<file path="config.mk">
export PLATFORM = sky130hd
export DESIGN_NAME = fpu_issue
export DESIGN_NICKNAME = d
export VERILOG_FILES = /design/src/rtl/fpu_pkg.sv /design/src/rtl/fpu_issue.sv
export SDC_FILE = /design/constraint.sdc
export NUM_CORES = 1
export LEC_CHECK = 0
export ABC_AREA = 1
export CAP_MARGIN = 20
export CORE_MARGIN = 8
export CORE_UTILIZATION = 38
export CTS_CLUSTER_DIAMETER = 60
export CTS_CLUSTER_SIZE = 28
export DETAILED_ROUTE_END_ITERATION = 7
export GPL_TIMING_DRIVEN = 1
export PLACE_DENSITY = 0.78
export REMOVE_ABC_BUFFERS = 1
export SLEW_MARGIN = 20
export SYNTH_ARGS = -nofsm -noshare
export SYNTH_HDL_FRONTEND = slang
export SYNTH_SLANG_ARGS = --single-unit
export TNS_END_PERCENT = 50
</file>
<file path="constraint.sdc">
create_clock -name sys_clk -period 1.7 [get_ports sys_clk]
set_input_delay 0.34 -clock sys_clk [delete_from_list [all_inputs] [get_ports sys_clk]]
set_output_delay 0.34 -clock sys_clk [all_outputs]
set_load 0.05 [all_outputs]
</file>
<file path="src/rtl/fpu_pkg.sv">
// fpu_pkg: shared opcode encoding, issue FSM states and FPU opcode width
package fpu_pkg;
    localparam int OPC_W = 8;
    typedef enum logic [2:0] {
        OP_FADD, OP_FSUB, OP_FMUL, OP_FDIV, OP_FSQRT, OP_FTOI, OP_ITOF, OP_FABS
    } op_e;
    typedef enum logic [1:0] {S_IDLE, S_ISSUE, S_WAIT, S_DONE} state_e;
endpackage

</file>
<file path="src/rtl/fpu_issue.sv">
// fpu_issue: accepts one CPU FP request, pulses a one-hot opcode to the FPU, waits for its result with a timeout, and holds a writeback until the register file takes it
//   req_*  : CPU request handshake (op, rd, operands)
//   fpu_*  : one-hot opcode/operands and active-low reset to the FPU, result back
//   wb_*   : writeback to the register file (wb_err flags an abandoned request)
//   busy   : high whenever not IDLE
module fpu_issue
    import fpu_pkg::*;
#(
    parameter int TIMEOUT = 64
) (
    input  logic             sys_clk,
    input  logic             rst,
    input  logic             req_valid,
    output logic             req_ready,
    input  logic [2:0]       req_op,
    input  logic [4:0]       req_rd,
    input  logic [31:0]      req_x1,
    input  logic [31:0]      req_x2,
    output logic [OPC_W-1:0] fpu_opcode,
    output logic [31:0]      fpu_x1,
    output logic [31:0]      fpu_x2,
    output logic             fpu_rstn,
    input  logic [31:0]      fpu_y,
    input  logic             fpu_ovf,
    input  logic             fpu_unf,
    input  logic             fpu_out_valid,
    output logic             wb_valid,
    input  logic             wb_ready,
    output logic [4:0]       wb_rd,
    output logic [31:0]      wb_data,
    output logic             wb_ovf,
    output logic             wb_unf,
    output logic             wb_err,
    output logic             busy
);
    localparam int CW = $clog2(TIMEOUT + 1);
    state_e        state_q, state_d;
    op_e           op_q, op_d;
    logic [4:0]    rd_q, rd_d;
    logic [31:0]   x1_q, x1_d, x2_q, x2_d, wb_data_q, wb_data_d;
    logic [CW-1:0] cnt_q, cnt_d;
    logic          wb_ovf_q, wb_ovf_d, wb_unf_q, wb_unf_d, wb_err_q, wb_err_d;
    logic          timeout;
    // cnt_q counts completed WAIT cycles, so TIMEOUT-1 marks the last allowed one; a late result still wins
    assign timeout = (state_q == S_WAIT) && !fpu_out_valid && (cnt_q == CW'(TIMEOUT - 1));
    always_comb begin
        state_d   = state_q;
        op_d      = op_q;
        rd_d      = rd_q;
        x1_d      = x1_q;
        x2_d      = x2_q;
        cnt_d     = cnt_q;
        wb_data_d = wb_data_q;
        wb_ovf_d  = wb_ovf_q;
        wb_unf_d  = wb_unf_q;
        wb_err_d  = wb_err_q;
        case (state_q)
            S_IDLE: if (req_valid && req_ready) begin
                state_d = S_ISSUE;
                op_d    = op_e'(req_op);
                rd_d    = req_rd;
                x1_d    = req_x1;
                x2_d    = req_x2;
            end
            S_ISSUE: begin
                state_d = S_WAIT;
                cnt_d   = '0;
            end
            S_WAIT: begin
                cnt_d = cnt_q + 1'b1;
                if (fpu_out_valid) begin
                    state_d   = S_DONE;
                    wb_data_d = fpu_y;
                    wb_ovf_d  = fpu_ovf;
                    wb_unf_d  = fpu_unf;
                    wb_err_d  = 1'b0;
                end else if (timeout) begin
                    state_d   = S_DONE;
                    wb_data_d = '0;
                    wb_ovf_d  = 1'b0;
                    wb_unf_d  = 1'b0;
                    wb_err_d  = 1'b1;
                end
            end
            S_DONE: if (wb_ready) state_d = S_IDLE;
            default: state_d = S_IDLE;
        endcase
    end
    always_ff @(posedge sys_clk) begin
        if (rst) begin
            state_q   <= S_IDLE;
            op_q      <= OP_FADD;
            rd_q      <= '0;
            x1_q      <= '0;
            x2_q      <= '0;
            cnt_q     <= '0;
            wb_data_q <= '0;
            wb_ovf_q  <= 1'b0;
            wb_unf_q  <= 1'b0;
            wb_err_q  <= 1'b0;
        end else begin
            state_q   <= state_d;
            op_q      <= op_d;
            rd_q      <= rd_d;
            x1_q      <= x1_d;
            x2_q      <= x2_d;
            cnt_q     <= cnt_d;
            wb_data_q <= wb_data_d;
            wb_ovf_q  <= wb_ovf_d;
            wb_unf_q  <= wb_unf_d;
            wb_err_q  <= wb_err_d;
        end
    end
    assign req_ready  = (state_q == S_IDLE) && !rst;
    assign fpu_opcode = (state_q == S_ISSUE) ? OPC_W'(1) << op_q : '0;
    assign fpu_x1     = (state_q == S_ISSUE || state_q == S_WAIT) ? x1_q : '0;
    assign fpu_x2     = (state_q == S_ISSUE || state_q == S_WAIT) ? x2_q : '0;
    assign fpu_rstn   = !rst && !timeout;
    assign wb_valid   = state_q == S_DONE;
    assign wb_rd      = rd_q;
    assign wb_data    = wb_data_q;
    assign wb_ovf     = wb_ovf_q;
    assign wb_unf     = wb_unf_q;
    assign wb_err     = wb_err_q;
    assign busy       = state_q != S_IDLE;
endmodule

</file>
==> results of run 1 <==
[synth_stat cells, drive strengths merged]
cell type	n	area [sq um]
nor3	2	10.0
clkbuf	12	45.0
a21oi	43	215
ha	5	62.6
and3	1	6.26
dfxtp	116	2320
nand2	265	1020
nor3b	1	7.51
o31ai	3	22.5
buf	34	225
nor2	21	81.3
nand3	41	210
clkinv	1	3.75
o211a	1	10.0
o21ai	70	388
inv	81	304
[kinds of logic (layout without fill, tap and decap cells)]
logic type | Yosys count | in the layout
DFF | 116 | 116
and+or+nand+nor | 331 | 331
AOI/OAI and AO/OA | 117 | 117
buffers and inverters | 128 | 371
adders and majority gates | 5 | 5
[final cells by class]
type                       count  area share
clock buffer                  22      0.0520
clock inverter                10      0.0167
inverter                      82      0.0357
multi-input combinational    453       0.246
sequential                   116       0.255
tap                          172      0.0236
timing repair buffer         257       0.370
[per-layer routing]
layer	track usage	up-vias	part of all wire
met3	0.109	24	0.13
met5	0	-	0
met2	0.322	203	0.46
li1	-	2623	-
met4	0.0888	0	0.021
met1	0.213	2354	0.39
[where the power goes]
| part | internal (W) | switching [W] |
|---|---|---|
| Clock | 0.00255 | 0.00124 |
| Sequential | 0.00321 | 0.000314 |
| Combinational | 0.00294 | 0.00365 |
| Total | 0.00871 | 0.00520 |
[critical path, stage by stage, from the launching register on]
cell and delay [ns]:
dfxtp_2 0.33, inv_2 0.05, ha_4 0.30, buf_12 0.13, buf_12 0.14, nand2_1 0.09
inv_2 0.07, buf_12 0.13
[stage by stage]
stage / util / instance area [sq um] / hold slack, ns
2_1_floorplan: - / 4660 / 0.409
3_3_place_gp: 0.635 / 8050 / 0.434
3_5_place_dp: 0.635 / 8050 / 0.447
4_1_cts: 0.704 / 8920 / 0.454
5_1_grt: 0.720 / 9120 / 0.477
6_report: 0.720 / 9120 / 0.452
[flip-flops by register name, summed over array words and instances, names as in the netlist, 2 cells and up]
name,count
op_q,3
cnt_q,7
x2_q,32
x1_q,32
wb_data,32
wb_rd,5
state_q,2
[repair_timing]
item | CTS | global route
endpoints found under the setup margin | 75 | 77
pin swaps | 5 | 6
gates cloned | 4 | 1
gates resized for setup | 86 | 64
buffers inserted | 4 | 1
[final timing paths]
kind / startpoint / endpoint / slack (ns) / cells after the start
setup / recovery: state_q[1] / fpu_x1[2] / -0.29 / 7
hold / removal: cnt_q[5] / cnt_q[5] / 0.45 / 2
setup reg to reg: state_q[1] / cnt_q[5] / 0.06 / 10
hold reg to reg: cnt_q[5] / cnt_q[5] / 0.45 / 2
==> flow_summary.html, run 1 <==
<table>
<tr><th>Metric</th><th>Value</th></tr>
<tr><th colspan="2">Drt</th></tr>
<tr><td>Post-detailed-route via-to-cell ratio</td><td>4.68</td></tr>
<tr><td>DR DRC count</td><td>0</td></tr>
<tr><td>Residual antenna-violating net count after detailed routing</td><td>0</td></tr>
<tr><td>Drt first pass iters</td><td>4</td></tr>
<tr><td>Total wire length</td><td>16900 um</td></tr>
<tr><td>Via count</td><td>5204</td></tr>
<tr><td>First-iteration detailed-routing DRC count</td><td>222</td></tr>
<tr><td>Wire length per cell</td><td>15.2 um</td></tr>
<tr><th colspan="2">Power</th></tr>
<tr><td>Peak supply drop</td><td>0.922 mV</td></tr>
<tr><td>Total leakage power</td><td>4.01 nW</td></tr>
<tr><td>Post-layout total power</td><td>0.0139 W</td></tr>
<tr><td>Total power per unit cell area</td><td>1520 mW/mm^2</td></tr>
<tr><th colspan="2">Timing</th></tr>
<tr><td>Final worst clock skew</td><td>0.00899 ns</td></tr>
<tr><td>Portion of the clock cycle consumed by the worst path in the final layout</td><td>1.17</td></tr>
<tr><td>Setup violations, final</td><td>73</td></tr>
<tr><td>Setup total negative slack</td><td>-17.65 ns</td></tr>
<tr><td>Slew Viols, Final</td><td>0</td></tr>
<tr><td>Final Hold Fails</td><td>0</td></tr>
<tr><td>Worst-case setup margin in the final layout</td><td>-0.293 ns</td></tr>
<tr><td>Setup repair after global routing missed its margin</td><td>true</td></tr>
<tr><td>Slew margin rel.</td><td>0.738</td></tr>
<tr><td>Transition time at the pin with the least slew margin</td><td>0.393 ns</td></tr>
<tr><td>Minimum period implied by the final worst setup slack</td><td>1.99 ns</td></tr>
<tr><td>Maximum clock frequency</td><td>502 MHz</td></tr>
<tr><th colspan="2">Clocking</th></tr>
<tr><td>Clock Latency Late Sink</td><td>0.42 ns</td></tr>
<tr><td>H-tree depth</td><td>4</td></tr>
<tr><td>Maximum buffer depth of the clock tree</td><td>2</td></tr>
<tr><td>Cell at the root of the clock tree</td><td>clkbuf_16</td></tr>
<tr><td>CTS Hold Bufs</td><td>0</td></tr>
<tr><td>TritonCTS clock tree</td><td>yes</td></tr>
<tr><td>Sinks on the clock net</td><td>116</td></tr>
<tr><td>Clock input transition at the sequential cells of the worst setup and hold paths</td><td>0.05 ns</td></tr>
<tr><td>Clock buffers created by TritonCTS</td><td>17</td></tr>
<tr><th colspan="2">Floorplan</th></tr>
<tr><td>Die width</td><td>130 um</td></tr>
<tr><td>Cell row count</td><td>41</td></tr>
<tr><td>Die outline height</td><td>130 um</td></tr>
<tr><td>I/O pin count</td><td>227</td></tr>
<tr><td>Die area</td><td>0.0169 sq mm</td></tr>
<tr><td>Initial core utilization</td><td>0.389</td></tr>
<tr><td>Core Footprint</td><td>0.0127 sq mm</td></tr>
<tr><th colspan="2">Global route</th></tr>
<tr><td>Maximum number of pins on one net before global-route repair</td><td>55</td></tr>
<tr><td>GRT Residual Overflow</td><td>0</td></tr>
<tr><td>Antenna violations before repair</td><td>0</td></tr>
<tr><td>Number of global-route vias before repair</td><td>5174</td></tr>
<tr><td>Wire length of the first global-routing pass</td><td>26100 um</td></tr>
<tr><td>Global-route usage over all layers</td><td>0.200</td></tr>
<tr><th colspan="2">Finish</th></tr>
<tr><td>Post-layout nets</td><td>1043</td></tr>
<tr><td>Highest-count cells in the layout ignoring fill and taps</td><td>228 x nand2_1, 112 x dfxtp_1, 110 x clkdlybuf4s50_1</td></tr>
<tr><td>Layout Cells excl Fill</td><td>1112</td></tr>
<tr><td>Most common cell after layout, fill and taps aside</td><td>nand2_1</td></tr>
<tr><td>Antenna cell count</td><td>0</td></tr>
<tr><td>FILL cells</td><td>963</td></tr>
<tr><td>Ratio of cells with drive above 1 in the final layout</td><td>0.336</td></tr>
<tr><td>Register cell area after layout</td><td>0.00233 sq mm</td></tr>
<tr><td>Layout overhead on the synthesized area</td><td>85.0%</td></tr>
<tr><td>Area of combinational cells with multiple inputs</td><td>0.00225 sq mm</td></tr>
<tr><th colspan="2">Synth</th></tr>
<tr><td>Post-synthesis simple-gate area fraction</td><td>0.270</td></tr>
<tr><td>Share of the synthesized area in compound gates (AO/OA/AOI/OAI)</td><td>0.129</td></tr>
<tr><td>Sequential-to-total area share from yosys stat</td><td>0.471</td></tr>
<tr><td>Main combinational cell family by area after synthesis</td><td>simple AND/OR/NAND/NOR gates</td></tr>
<tr><td>Synth Register Bits</td><td>116</td></tr>
<tr><td>Netlist Area Pre-Place</td><td>0.00493 sq mm</td></tr>
<tr><td>Cells after synthesis</td><td>697</td></tr>
<tr><td>Proportion of synthesized area in mux cells</td><td>0</td></tr>
<tr><td>Number of warning messages in the yosys log</td><td>0</td></tr>
<tr><td>Netlist cell types</td><td>26</td></tr>
<tr><td>Post-synthesis adder-cell area fraction</td><td>0.0127</td></tr>
<tr><td>Average cell area after synthesis</td><td>7.07 sq um</td></tr>
<tr><td>Share of the synthesized netlist area taken by xor and xnor gates</td><td>0</td></tr>
<tr><th colspan="2">Setup path</th></tr>
<tr><td>Endpoint required time on the critical path</td><td>1.36 ns</td></tr>
<tr><td>Largest fanout on the critical path</td><td>13</td></tr>
<tr><td>Critical path class</td><td>register to primary output</td></tr>
<tr><td>Element type at the critical path start</td><td>register</td></tr>
<tr><td>Critical Path End Type</td><td>primary output</td></tr>
<tr><td>Arrival @ worst endpoint</td><td>1.65 ns</td></tr>
<tr><th colspan="2">Job</th></tr>
<tr><td>Max_cap viols</td><td>0</td></tr>
<tr><th colspan="2">Placement</th></tr>
<tr><td>Worst setup slack before clock tree synthesis</td><td>-0.0416 ns</td></tr>
<tr><td>DP Wirelength</td><td>11800 um</td></tr>
<tr><td>Number of buffers inserted by port buffering</td><td>226</td></tr>
<tr><td>Placed Cells incl. Taps</td><td>1070</td></tr>
<tr><td>Final weighted congestion in routability-driven placement</td><td>0.775</td></tr>
<tr><th colspan="2">Status</th></tr>
<tr><td>Status</td><td>finished, violations left</td></tr>
<tr><td>Violated checks</td><td>setup timing</td></tr>
<tr><th colspan="2">Min path</th></tr>
<tr><td>Class of the tightest hold or removal check</td><td>register to register</td></tr>
</table>
Power figures use the tool's default switching activity.
==> run 2, diff against run 1 <==
--- a/config.mk
+++ b/config.mk
@@ -7,6 +7,7 @@
 export LEC_CHECK = 0
 export ABC_AREA = 1
 export CAP_MARGIN = 20
+export CORE_ASPECT_RATIO = 0.6
 export CORE_MARGIN = 8
 export CORE_UTILIZATION = 38
 export CTS_CLUSTER_DIAMETER = 60
==> run 2 against run 1 <==
Net effect:
- sequential share of layout area up 0.71 points
- critical path type unchanged
- worst hold slack better by 0.0089 ns
- largest power group unchanged
- sequential power down 2%
- via count down 1.7%
- combinational power down 11%
- routed wire length down 2.1%
- the flow still finishes with violations (setup timing)
- fmax up 3.1%
==> flow_summary.html, run 2 (synthesized netlist as in run 1, its figures left out) <==
<table>
<tr><th>Metric</th><th>Value</th></tr>
<tr><th colspan="2">Floorplan</th></tr>
<tr><td>Die area</td><td>0.0170 sq mm</td></tr>
<tr><td>Initial core utilization</td><td>0.386</td></tr>
<tr><td>Die outline height</td><td>104 um</td></tr>
<tr><td>Core Footprint</td><td>0.0128 sq mm</td></tr>
<tr><td>Cell row count</td><td>32</td></tr>
<tr><td>Die width</td><td>163 um</td></tr>
<tr><td>I/O pin count</td><td>227</td></tr>
<tr><th colspan="2">Finish</th></tr>
<tr><td>Layout overhead on the synthesized area</td><td>80.4%</td></tr>
<tr><td>FILL cells</td><td>958</td></tr>
<tr><td>Most common cell after layout, fill and taps aside</td><td>nand2_1</td></tr>
<tr><td>Post-route cell area</td><td>0.00889 sq mm</td></tr>
<tr><td>Highest-count cells in the layout ignoring fill and taps</td><td>243 x nand2_1, 110 x dfxtp_1, 110 x clkdlybuf4s50_1</td></tr>
<tr><td>Ratio of cells with drive above 1 in the final layout</td><td>0.324</td></tr>
<tr><td>Post-layout nets</td><td>1044</td></tr>
<tr><td>Antenna cell count</td><td>0</td></tr>
<tr><th colspan="2">Min path</th></tr>
<tr><td>Class of the tightest hold or removal check</td><td>register to register</td></tr>
<tr><th colspan="2">Clocking</th></tr>
<tr><td>Cell at the root of the clock tree</td><td>clkbuf_16</td></tr>
<tr><td>H-tree depth</td><td>4</td></tr>
<tr><td>Clock Latency Late Sink</td><td>0.39 ns</td></tr>
<tr><td>Clock input transition at the sequential cells of the worst setup and hold paths</td><td>0.05 ns</td></tr>
<tr><td>Maximum buffer depth of the clock tree</td><td>2</td></tr>
<tr><td>Clock buffers created by TritonCTS</td><td>17</td></tr>
<tr><td>TritonCTS clock tree</td><td>yes</td></tr>
<tr><td>Sinks on the clock net</td><td>116</td></tr>
<tr><th colspan="2">Setup path</th></tr>
<tr><td>Critical Path End Type</td><td>primary output</td></tr>
<tr><td>Arrival @ worst endpoint</td><td>1.59 ns</td></tr>
<tr><td>Critical path class</td><td>register to primary output</td></tr>
<tr><td>Endpoint required time on the critical path</td><td>1.36 ns</td></tr>
<tr><td>CP bufs+invs</td><td>4</td></tr>
<tr><td>CP cell instances</td><td>inv_2, ha_4, buf_12, nand2_1, inv_2, buf_12</td></tr>
<tr><td>Peak per-stage delay on the critical path</td><td>0.35 ns</td></tr>
<tr><td>Element type at the critical path start</td><td>register</td></tr>
<tr><td>Largest fanout on the critical path</td><td>15</td></tr>
<tr><td>CP delay by family, top</td><td>buffers and inverters</td></tr>
<tr><td>Slowest cell on crit path</td><td>ha_4</td></tr>
<tr><th colspan="2">Placement</th></tr>
<tr><td>Final weighted congestion in routability-driven placement</td><td>0.779</td></tr>
<tr><td>DP Wirelength</td><td>11900 um</td></tr>
<tr><td>Number of buffers inserted by port buffering</td><td>226</td></tr>
<tr><td>Worst setup slack before clock tree synthesis</td><td>-0.0316 ns</td></tr>
<tr><td>Placed Instance Area</td><td>0.00806 sq mm</td></tr>
<tr><th colspan="2">Drt</th></tr>
<tr><td>DR DRC count</td><td>0</td></tr>
<tr><td>First-iteration detailed-routing DRC count</td><td>342</td></tr>
<tr><td>Drt first pass iters</td><td>4</td></tr>
<tr><td>Wire length per cell</td><td>14.9 um</td></tr>
<tr><td>Residual antenna-violating net count after detailed routing</td><td>0</td></tr>
<tr><td>Post-detailed-route via-to-cell ratio</td><td>4.61</td></tr>
<tr><td>Total wire length</td><td>16500 um</td></tr>
<tr><td>Via count</td><td>5117</td></tr>
<tr><th colspan="2">Power</th></tr>
<tr><td>Post-layout total power</td><td>0.0128 W</td></tr>
<tr><td>Total power per unit cell area</td><td>1440 mW/mm^2</td></tr>
<tr><td>Total leakage power</td><td>3.83 nW</td></tr>
<tr><td>Peak supply drop</td><td>0.824 mV</td></tr>
<tr><th colspan="2">Job</th></tr>
<tr><td>Max_cap viols</td><td>0</td></tr>
<tr><th colspan="2">Timing</th></tr>
<tr><td>Transition time at the pin with the least slew margin</td><td>0.328 ns</td></tr>
<tr><td>Setup violations, final</td><td>73</td></tr>
<tr><td>Maximum clock frequency</td><td>517 MHz</td></tr>
<tr><td>Slew Viols, Final</td><td>0</td></tr>
<tr><td>Slew margin rel.</td><td>0.781</td></tr>
<tr><td>Setup repair after global routing missed its margin</td><td>true</td></tr>
<tr><td>Final worst clock skew</td><td>0.00661 ns</td></tr>
<tr><td>Minimum period implied by the final worst setup slack</td><td>1.93 ns</td></tr>
<tr><td>Final Hold Fails</td><td>0</td></tr>
<tr><td>Portion of the clock cycle consumed by the worst path in the final layout</td><td>1.14</td></tr>
<tr><td>Worst-case setup margin in the final layout</td><td>-0.234 ns</td></tr>
<tr><th colspan="2">Status</th></tr>
<tr><td>Status</td><td>finished, violations left</td></tr>
<tr><td>Violated checks</td><td>setup timing</td></tr>
<tr><th colspan="2">Global route</th></tr>
<tr><td>GRT Residual Overflow</td><td>0</td></tr>
<tr><td>Wire length of the first global-routing pass</td><td>25900 um</td></tr>
<tr><td>Antenna violations before repair</td><td>0</td></tr>
<tr><td>Global-route usage over all layers</td><td>0.188</td></tr>
<tr><td>Number of global-route vias before repair</td><td>4894</td></tr>
<tr><td>Maximum number of pins on one net before global-route repair</td><td>46</td></tr>
</table>
-- run 2: timing repair --
| action | 4_1_cts | 5_1_grt |
|---|---|---|
| buffers inserted | 10 | 3 |
| endpoints found under the setup margin | 75 | 79 |
| hold buffers | 0 | 0 |
| hold endpoints to repair | 0 | 0 |
| gates resized for setup | 76 | 45 |
| pin swaps | 4 | 5 |
| gates cloned | 2 | 0 |
-- run 2: worst min-delay path, cell delays in order, from the launching register on --
cell and delay [ns]:
dfxtp_1 0.31, inv_1 0.05, a21oi_1 0.05
-- run 2: path summary, 6_finish.rpt --
kind	start	end	slack (ns)	depth (start not counted)
max	state_q[0]	fpu_x2[23]	-0.23	6
min	cnt_q[5]	cnt_q[5]	0.46	2
max reg2reg	cnt_q[1]	state_q[0]	0.10	12
min reg2reg	cnt_q[5]	cnt_q[5]	0.46	2
-- run 2: final cells by class --
type	count	area, sq um	share of cell area
clock buffer	20	467	0.0525
clock inverter	10	108	0.0121
inverter	82	308	0.0346
multi-input combinational	453	2170	0.243
sequential	116	2330	0.262
tap	170	213	0.0239
timing repair buffer	258	3300	0.371
-- run 2: where the power goes --
part / total, W / switching [W] / internal (W)
clock network: 0.00346 / 0.00122 / 0.00224
registers: 0.00347 / 0.000256 / 0.00321
logic: 0.00589 / 0.00340 / 0.00250
-- run 2: routing by layer --
metal,wire length [um],share of wire,vias up,track usage
li1,-,-,2626,-
met1,7320,0.44,2320,0.238
met2,7620,0.46,155,0.296
met3,1360,0.082,16,0.0672
met4,217,0.013,0,0.0522
met5,0,0,-,0
-- run 2: stage by stage --
step / hold slack, ns / setup TNS, ns / util / instances
after floorplan: 0.409 / -236.99 / - / 651
after global placement: 0.434 / -0.160 / 0.631 / 1069
after detailed placement: 0.455 / -0.267 / 0.631 / 1069
after CTS: 0.463 / -17.84 / 0.693 / 1111
after global routing: 0.486 / -20.33 / 0.696 / 1109
final: 0.461 / -14.54 / 0.696 / 1109
